==> src/rtl/seg7_scan_driver.sv <==
// Time-multiplexed driver for a 4-digit common-anode 7-segment display.
// It blanks each digit before driving it, captures its inputs once per frame and suppresses leading zeros.
module seg7_scan_driver #(
    parameter int unsigned SCAN_DIV     = 100000,
    parameter int unsigned BLANK_CYCLES = 1000
) (
    input  logic        clk,
    input  logic        rst,
    input  logic [15:0] value,
    input  logic [3:0]  dp,
    input  logic [3:0]  blank,
    input  logic        lz_en,
    output logic [3:0]  an,
    output logic [6:0]  seg,
    output logic        dp_n,
    output logic        frame_tick
);

    localparam int unsigned CW = (SCAN_DIV > 1) ? $clog2(SCAN_DIV) : 1;
    localparam logic [CW-1:0] CNT_MAX     = CW'(SCAN_DIV - 1);
    localparam logic [CW-1:0] BLANK_START = CW'(BLANK_CYCLES);

    logic [CW-1:0] cnt;
    logic [1:0]    idx;
    logic [15:0]   sh_value;
    logic [3:0]    sh_dp;
    logic [3:0]    sh_blank;
    logic          sh_lz;

    logic          frame_start;
    logic [3:0]    nibble;
    logic [3:0]    upper_zero;
    logic          dark;
    logic [3:0]    an_d;
    logic [6:0]    seg_d;
    logic          dp_n_d;

    function automatic logic [6:0] hex_to_seg(input logic [3:0] h);
        case (h)
            4'h0: hex_to_seg = 7'b1000000;
            4'h1: hex_to_seg = 7'b1111001;
            4'h2: hex_to_seg = 7'b0100100;
            4'h3: hex_to_seg = 7'b0110000;
            4'h4: hex_to_seg = 7'b0011001;
            4'h5: hex_to_seg = 7'b0010010;
            4'h6: hex_to_seg = 7'b0000010;
            4'h7: hex_to_seg = 7'b1111000;
            4'h8: hex_to_seg = 7'b0000000;
            4'h9: hex_to_seg = 7'b0010000;
            4'hA: hex_to_seg = 7'b0001000;
            4'hB: hex_to_seg = 7'b0000011;
            4'hC: hex_to_seg = 7'b1000110;
            4'hD: hex_to_seg = 7'b0100001;
            4'hE: hex_to_seg = 7'b0000110;
            default: hex_to_seg = 7'b0001110;
        endcase
    endfunction

    assign frame_start = (idx == 2'd0) && (cnt == '0);
    assign nibble      = sh_value[{idx, 2'b00} +: 4];

    // upper_zero[k]: nibbles k..3 are all zero; digit0 is never a candidate for suppression
    always_comb begin
        upper_zero[3] = (sh_value[15:12] == 4'h0);
        upper_zero[2] = upper_zero[3] && (sh_value[11:8] == 4'h0);
        upper_zero[1] = upper_zero[2] && (sh_value[7:4] == 4'h0);
        upper_zero[0] = 1'b0;
    end

    assign dark = sh_blank[idx] || (sh_lz && upper_zero[idx]);

    // NOTE: every output of a combinational block gets a default first so no path leaves it unassigned (no latch).
    always_comb begin
        an_d   = 4'b1111;
        seg_d  = 7'b1111111;
        dp_n_d = 1'b1;
        if (cnt >= BLANK_START && !dark) begin
            an_d   = ~(4'b0001 << idx);
            seg_d  = hex_to_seg(nibble);
            dp_n_d = ~sh_dp[idx];
        end
    end

    // NOTE: state is updated with non-blocking assignments so every register samples pre-edge values.
    always_ff @(posedge clk) begin
        if (!rst) begin
            cnt        <= '0;
            idx        <= 2'd0;
            sh_value   <= 16'h0000;
            sh_dp      <= 4'h0;
            sh_blank   <= 4'h0;
            sh_lz      <= 1'b0;
            an         <= 4'b1111;
            seg        <= 7'b1111111;
            dp_n       <= 1'b1;
            frame_tick <= 1'b0;
        end else begin
            if (cnt == CNT_MAX) begin
                cnt <= '0;
                idx <= idx + 2'd1;
            end else begin
                cnt <= cnt + CW'(1);
            end
            if (frame_start) begin
                sh_value <= value;
                sh_dp    <= dp;
                sh_blank <= blank;
                sh_lz    <= lz_en;
            end
            frame_tick <= frame_start;
            an         <= an_d;
            seg        <= seg_d;
            dp_n       <= dp_n_d;
        end
    end

endmodule
==> config.mk <==
export PLATFORM = sky130hd
export DESIGN_NAME = seg7_scan_driver
export DESIGN_NICKNAME = d
export VERILOG_FILES = /design/src/rtl/seg7_scan_driver.sv
export SDC_FILE = /design/constraint.sdc
export NUM_CORES = 1
export LEC_CHECK = 0
export ABC_AREA = 1
export CORE_ASPECT_RATIO = 0.75
export CORE_UTILIZATION = 50
export DETAILED_ROUTE_END_ITERATION = 8
export GPL_TIMING_DRIVEN = 1
export PLACE_DENSITY_LB_ADDON = 0.25
export SYNTH_ARGS = -nofsm -noshare
export SYNTH_HDL_FRONTEND = slang
export SYNTH_SLANG_ARGS = --single-unit
==> constraint.sdc <==
create_clock -name clk -period 1.7 [get_ports clk]
set_clock_uncertainty 0.05 [all_clocks]
set_input_delay 0.17 -clock clk [delete_from_list [all_inputs] [get_ports clk]]
set_output_delay 0.17 -clock clk [all_outputs]
set_load 0.01 [all_outputs]
# After elaboration in Yosys (flattened, before gate mapping)
# Memories as Yosys holds them, arrays and structs flattened. A register that Yosys moved wholly into a read port is not among the register bits.
# Cells that the tools add are included.
[classes] add_sub_neg=2 order_cmp=2 eq_ne=1 n_shift=2 muxes=6 bitwise_logic=3 reduce_logical=15
[ops] operator="$add A17 B1 Y17 const B" count=1
[ops] operator="$eq A17 B17 Y1 const B" count=1
[ops] operator="$ge A17 B10 Y1 const B" count=1
[ops] operator="$logic_not A17 Y1" count=1
[ops] operator="$shiftx A16 B5 Y4" count=1
[ops] operator="$logic_not A4 Y1" count=3
[ops] operator="$bmux W1 S2" count=3
[ops] operator="$logic_and A1 B1 Y1" count=5
[ops] operator="$not A4 Y4" count=1
[ops] operator="$shl A1 B2 Y4 const A" count=1
[ops] operator="$lt A2 B3 Y1 const B" count=1
[ops] operator="$mux W1" count=3
[ops] operator="$add A2 B1 Y2 const B" count=1
[ops] operator="$logic_not A1 Y1" count=2
[ops] operator="$logic_not A2 Y1" count=1
[ops] operator="$not A1 Y1" count=2
[ops] operator="$reduce_and A2 Y1" count=1
[ops] operator="$reduce_or A2 Y1" count=1
[ops] operator="$logic_or A1 B1 Y1" count=1
[word_totals] ff_bits=50 mem_bits_ro=112 in_bits=27 output_inout_bits=13 word_cells=41 mem_count=1
[memory_table] memory="(name not given)" depth=16 word_bits=7 read_ports=1 rd_ports_with_merged_regs=1 write_ports=0 line_no="39" rtl="case (h)"

# Longest topological paths before layout
# Gate-level depths: netlist of the first run.
[depth] word_depth=11 ltp_mapped=12 depth_no_buf=10

# Least setup slack after synthesis of the first run
# OpenSTA, ideal clock, no wires.
[synth_timing] path_type="register to register" start="reg idx[0]" end="reg seg[3]" t_arrival_ps=1459 required_time_ps=1538 path_slack_ps=79 path_stages_with_launch=12 n_path_buf=2 synth_period_minus_slack_ps=1621 cell_sequence="dfxtp_1 buf_6 buf_2 nand2_1 nand3_1 nand2_1 ha_1 inv_1 nand2_1 nand3_1 nand2_1 nand2_1"
[synth_via] elab_chain_cells=8 elab_cells_between_ends=11 cone_classes="shift (1); mux (4); reduce/logical (6)"
[synth_rtl] item="start: declaration" line_no="24" rtl="logic [1:0] idx;"
[synth_rtl] item="start signal: assignment" line_no="100" rtl="idx <= idx + 2'd1;"
[synth_rtl] item="$bmux W1 S2" line_no="70" rtl="assign dark = sh_blank[idx] || (sh_lz && upper_zero[idx]);"
[synth_rtl] item="$mux W1 (implied by the code)" line_no="70"
[synth_rtl] item="$logic_and A1 B1 Y1" line_no="70"
[synth_rtl] item="$logic_or A1 B1 Y1" line_no="70"
[synth_rtl] item="$logic_not A1 Y1" line_no="77" rtl="if (cnt >= BLANK_START && !dark) begin"
[synth_rtl] item="$logic_and A1 B1 Y1" line_no="77"
[synth_rtl] item="$reduce_and A2 Y1 (no line)"
[synth_rtl] item="$logic_not A1 Y1 (no line)"
[synth_rtl] item="end: declaration" line_no="14" rtl="output logic [6:0] seg,"
# Parallel ways exist; a longest one is shown, timed or not. The select of a mux whose other input is x is not followed.
# A chain may end at the register's enable or synchronous reset.

# Worst setup path in the final report of the first run
[layout_timing] start="reg idx[1]" end="reg sh_value[13]"
[layout_via] elab_chain_cells=2
[layout_rtl] item="$logic_not A2 Y1" line_no="59" rtl="assign frame_start = (idx == 2'd0) && (cnt == '0);"
[layout_rtl] item="$logic_and A1 B1 Y1" line_no="59"
[layout_rtl] item="end signal: assignment" line_no="105" rtl="sh_value <= value;"
[layout_rtl] item="end: declaration" line_no="25" rtl="logic [15:0] sh_value;"
# Every way passes these cells.

==> reports/qor.yml, run 1 <==
route:
  num_vias: 3000
  drcViolationCount: 0
  wl_per_cell_um: 12.2
  drt_iter0_markers: 249
  finalWirelength_um: 7120
  firstDrtPassIters: 5
  ant_nets: 0
  via_per_inst: 5.13
die:
  core_um2: 5890
  dieHeight_um: 70.0
  die_w_um: 92.7
  die_area_um2: 6480
  fp-row-count: 24
  initial_utilization_pct: 52.4
  pin_count: 40
synthesis:
  synth_edf_count: 0
  synth_top_cell_by_area: "dfxtp_1"
  synth_seq_area_share_pct: 37.0
  ys_seq_elements: 57
  synth_area_leaders: "dfxtp_1 (37%), nand2_1 (14%), nand3_1 (10%)"
  syn_inst: 459
  synthFlopType: "dfxtp_1"
  avgSynthCellArea_um2: 6.71
  ys_warn_count: 0
  netlist.area_leader.share_pct: 37.0
  yosysMostFrequentCell: "nand2_1"
  synth_common_cells: "nand2_1 (115), nand3_1 (62), nor2_1 (58)"
  synth_nets: 498
  syn-cell-area_um2: 3080
  yosysUniqueCellTypes: 27
  async_flop_share_pct: 0
clock_tree:
  cts_tree: "built"
  clk_pin_slew_worst_paths_ns: 0.07
  cts_max_level: 3
  clock_path_buffers: 2
  insertion_delay_ns: 0.35
  cts_root_buf: "clkbuf_8"
  cts_sinks: 57
  cts_buffers: 9
sta:
  finalHoldViolCount: 0
  slew_headroom_pct: 80.9
  clock.fmax_mhz: 620
  finalWorstSetupSlack_ns: 0.0867
  final-max-slew-violation-count: 0
  tightest_slew_ns: 0.285
  min_period_ns: 1.61
  fin_crit_sh_pct: 94.9
  setup_viol: 0
  rsz0062_at_grt: "yes"
critical_path:
  cp_data_required_time_ns: 1.90
  reg2reg_from: "idx[1]"
  reg2reg_depth: 8
  rrSetupSlack_ns: 0.09
  cp-start-kind: "flip-flop"
  worstSetupPathType: "reg -> reg"
  end_kind: "flip-flop"
  worstPathArrival_ns: 1.81
  r2r_end: "sh_value[13]"
  crit_fanout: 25
global_route:
  grt_start_max_net_pins: 51
  grt_first_pass_wirelength_um: 11800
  grt_pass1_vias: 2606
  grt_use_total_pct: 23.1
  grt_overflow: 0
  antenna_found_initial: 0
finish:
  utilization_pct: 65.0
  fin_area_um2: 3830
  multi_input_area_um2: 1600
  drive_above_1_share_pct: 9.07
  antenna_cells: 0
  final_cell_count_no_fill: 585
  area_growth_syn_to_layout_pct: 24.2
  final-seq-area_um2: 1140
  num-nets-final: 541
  fillers: 544
power_and_ir_drop:
  vdd_drop_max_mv: 0.476
  p_per_area_nw_per_um2: 909
  leakage_uw: 0.00175
  total_power_uw: 3480
placed_design:
  place_hpwl_um: 4830
  globalplace.congestion: 0.903
  port_buffers: 39
  placed_cell_area_um2: 3540
  place_ws_ns: 0.0669
  placedCellCount: 567
run_status:
  status: "complete, no violations"
hold_path:
  min_to: "sh_value[8]"
  hold_path.class: "in -> reg"
  min_from: "value[8]"
  whs_path_depth: 5
job:
  cap_violations: 0
## cells by family after synthesis
family          share of synthesized area (%)
compound gates                           6.86
xor+xnor                                 2.27
fa+ha+maj                                4.87
buf+inv                                  11.9
flops                                    37.0
simple gates                             37.1
## sequential cells by signal, summed over array words and instances, names as in the netlist
| signal | cells |
|---|---|
| seg | 7 |
| sh_lz | 1 |
| sh_blank | 4 |
| cnt | 17 |
| an | 4 |
| idx | 2 |
| sh_dp | 4 |
| dp_n | 1 |
| frame_tick | 1 |
| sh_value | 16 |
## worst max path at each step
stage                        end  depth (start not counted)  slack [ns]    from
floorplan                 seg[3]                         11        0.08  idx[0]
global placement          seg[6]                         10        0.11  idx[0]
detailed placement        seg[5]                         10        0.07  idx[0]
CTS                       seg[5]                         10        0.06  idx[0]
global route              seg[3]                          9       -0.02  idx[1]
finish              sh_value[13]                          8        0.09  idx[1]
## worst max-delay path, stage by stage, from the launching register on
cell,delay [ns]
dfxtp_1,0.33
inv_2,0.16
ha_1,0.21
nand3_1,0.15
nor2_4,0.20
clkbuf_16,0.23
nand3_1,0.09
nand2_1,0.07
nor2_1,0.04
## through the flow
step,TNS [ns],hold slack [ns]
2_1_floorplan,0,0.320
3_3_place_gp,0,0.397
3_5_place_dp,0,0.413
4_1_cts,0,0.397
5_1_grt,-0.0494,0.422
6_report,0,0.401
## cell usage in the layout, fill, tap and decap left out, types with 2 or more instances in the layout
master           count
xor2_1               6
o21ai_0              7
xnor2_1              2
nand3b_1             3
buf_4                9
inv_1               55
nand2_2              3
clkbuf_8            11
a21oi_1             33
bufinv_16            2
nor2_1              57
nand3_1             62
clkdlybuf4s50_1     39
clkinvlp_4           2
nand4_1              7
nor2_2               4
dfxtp_1             56
buf_12               2
nor3_1               4
buf_6                2
ha_1                12
nand3_2              2
nor2_4               3
inv_2                2
nand2_1            113
## repair_timing
item / in CTS / in global routing
endpoints found under the setup margin: 0 / 34
setup buffers: 0 / 1
endpoints found under the hold margin: 0 / 0
resized for setup: 0 / 8
hold buffers: 0 / 0
## area by class of cell
class                           count  share of cell area (%)
Timing Repair Buffer               53                    14.3
Clock inverter                      4                    1.96
Multi-Input combinational cell    324                    41.7
Inverter                           57                    5.59
Sequential cell                    57                    29.8
Tap cell                           78                    2.55
Clock buffer                       12                    4.05
## layer usage
metal	global-route usage [%]	up-vias	wire length (um)
met3	7.63	11	514
met2	32.7	108	3020
li1	-	1528	-
met5	0	-	0
met4	8.38	0	93
met1	32.5	1353	3490
## power by group
part	switching, uW	internal (uW)
combinational	296	239
sequential	60.1	1420
clock	562	905
(Power assumes the default switching activity.)
==> run 2: changes to the inputs <==
--- a/config.mk
+++ b/config.mk
@@ -10,7 +10,9 @@
 export CORE_UTILIZATION = 50
 export DETAILED_ROUTE_END_ITERATION = 8
 export GPL_TIMING_DRIVEN = 1
+export MAX_ROUTING_LAYER = met4
 export PLACE_DENSITY_LB_ADDON = 0.25
+export RECOVER_POWER = 50
 export SYNTH_ARGS = -nofsm -noshare
 export SYNTH_HDL_FRONTEND = slang
 export SYNTH_SLANG_ARGS = --single-unit
==> reports/qor.yml, run 2 (synthesis gave the netlist of run 1 again) <==
route:
  ant_nets: 0  # unchanged
  num_vias: 2956  # -1.5%
  drt_iter0_markers: 223  # -10%
  wl_per_cell_um: 11.8  # -2.9%
  drcViolationCount: 0  # unchanged
  finalWirelength_um: 6920  # -2.8%
  via_per_inst: 5.04  # -1.6%
  firstDrtPassIters: 5  # unchanged
finish:
  utilization_pct: 65.1  # about the same
  num-nets-final: 542  # +0.18%
  fin_area_um2: 3830  # about the same
  drive_above_1_share_pct: 10.0  # +0.97 points
  final-seq-area_um2: 1150  # +0.33%
  final_common_cell: "nand2_1"
  fillers: 543  # -0.18%
  largest_reg_flops: 17  # unchanged
  biggestRegsByFlops: "cnt x17, sh_value x16, seg x7"
  area_growth_syn_to_layout_pct: 24.2  # about the same
  antenna_cells: 0  # unchanged
  largest_register: "cnt"
  final_cell_mix: "nand2_1 (112), nand3_1 (62), nor2_1 (57), inv_1 (55), dfxtp_1 (55)"
  final_cell_count_no_fill: 586  # +0.17%
  multi_input_area_um2: 1610  # +0.63%
die:
  core_um2: 5890  # unchanged
  fp-row-count: 24  # unchanged
  die_area_um2: 6480  # unchanged
  pin_count: 40  # unchanged
  initial_utilization_pct: 52.4  # unchanged
  die_w_um: 92.7  # unchanged
  dieHeight_um: 70.0  # unchanged
power_and_ir_drop:
  vdd_drop_max_mv: 0.594  # +25%
  p_per_area_nw_per_um2: 866  # -4.8%
  leakage_uw: 0.00171  # -2.1%
  total_power_uw: 3310  # -4.8%
sta:
  setup_viol: 0  # unchanged
  final-max-slew-violation-count: 0  # unchanged
  slew_headroom_pct: 81.9  # +0.98 points
  whs_ns: 0.401  # -0.000391 ns
  fin_crit_sh_pct: 95.4  # +0.46 points
  clock.fmax_mhz: 617  # -0.48%
  tightest_slew_ns: 0.272  # -0.0134 ns
  min_period_ns: 1.62  # +0.00782 ns
  finalHoldViolCount: 0  # unchanged
clock_tree:
  cts_buffers: 9  # unchanged
  cts_sinks: 57  # unchanged
  hold_buffers: 0  # unchanged
  cts_max_level: 3  # unchanged
  insertion_delay_ns: 0.35  # about the same
  cts_tree: "built"
  clock_path_buffers: 2  # unchanged
  cts_root_buf: "clkbuf_8"
  clk_pin_slew_worst_paths_ns: 0.07  # about the same
run_status:
  status: "complete, no violations"
placed_design:
  placedCellCount: 567  # unchanged
  globalplace.congestion: 0.918  # +1.7%
  placed_cell_area_um2: 3540  # unchanged
  place_hpwl_um: 4800  # -0.52%
  port_buffers: 39  # unchanged
critical_path:
  reg2reg_from: "idx[0]"
  cp-start-kind: "flip-flop"
  critPathCapture: "seg[3]"
  rrSetupSlack_ns: 0.08  # about the same
  worstPathArrival_ns: 1.82  # about the same
  end_kind: "flip-flop"
  cp-startpoint: "idx[0]"
  cp_data_required_time_ns: 1.89  # about the same
  crit_fanout: 11  # -56%
  r2r_end: "seg[3]"
  reg2reg_depth: 11  # +3
  worstSetupPathType: "reg -> reg"
hold_path:
  whs_path_depth: 5  # unchanged
  min_from: "value[11]"
  hold_path.class: "in -> reg"
global_route:
  grt_pass1_vias: 2527  # -3.0%
  grt_use_total_pct: 23.2  # +0.12 points
  grt_start_max_net_pins: 51  # unchanged
  grt_first_pass_wirelength_um: 11500  # -2.4%
  antenna_found_initial: 0  # unchanged
  grt_overflow: 0  # unchanged
job:
  cap_violations: 0  # unchanged
==> run 2: cell types whose count changed in the layout (fill, tap and decap cells not counted), moves of 2 or more <==
cell / before / now
clkinv_4: 0 / 2
inv_2: 2 / 0
dlygate4sd3_1: 0 / 13
inv_4: 0 / 2
clkdlybuf4s50_1: 39 / 26
==> run 2: through the flow <==
step                TNS (ns)  worst slack [ns]
floorplan                  0            0.0788
global route         -0.0134           -0.0105
finish                     0            0.0789
global placement           0             0.111
detailed placement         0            0.0561
CTS                        0           0.00258
==> run 2: worst min-delay path by stage <==
stage               slack [ns]           end
global placement          0.40        cnt[0]
floorplan                 0.32        seg[1]
CTS                       0.39   sh_value[8]
finish                    0.40  sh_value[11]
detailed placement        0.41        cnt[0]
global route              0.40  sh_value[10]
==> run 2: what timing repair did <==
action,CTS,global route
buffers inserted,0,2
setup endpoints to repair,0,49
resized for setup,0,14
==> run 2: cell type report <==
type / count / share of cell area, %
Tap cell: 78 / 2.55
Sequential cell: 57 / 29.9
Clock inverter: 6 / 1.76
Timing Repair Buffer: 54 / 14.4
Inverter: 57 / 5.72
Multi-Input combinational cell: 324 / 42.0
Clock buffer: 10 / 3.59
==> run 2: report_power, final <==
part           switching [uW]  leakage, uW  internal (uW)
registers                56.0     0.000468           1420
logic                     301      0.00114            248
clock network             576    0.0000985            717
total                     933      0.00171           2380
==> run 2: metal layers <==
metal	track usage, %	vias to the layer above	wire length [um]
met4	7.01	0	107
li1	-	1535	-
met3	8.82	10	553
met2	31.3	102	2960
met1	31.9	1309	3310
met5	-	-	0
==> run 2: worst max-delay path, cell delays in order (launching register included) <==
cell     delay [ns]
dfxtp_4        0.37
buf_6          0.14
nand2_1        0.06
nand3_1        0.10
nand2_2        0.10
buf_4          0.16
ha_4           0.26
inv_1          0.04
nand2_1        0.06
nand3_1        0.07
nand2_1        0.08
nand2_1        0.05
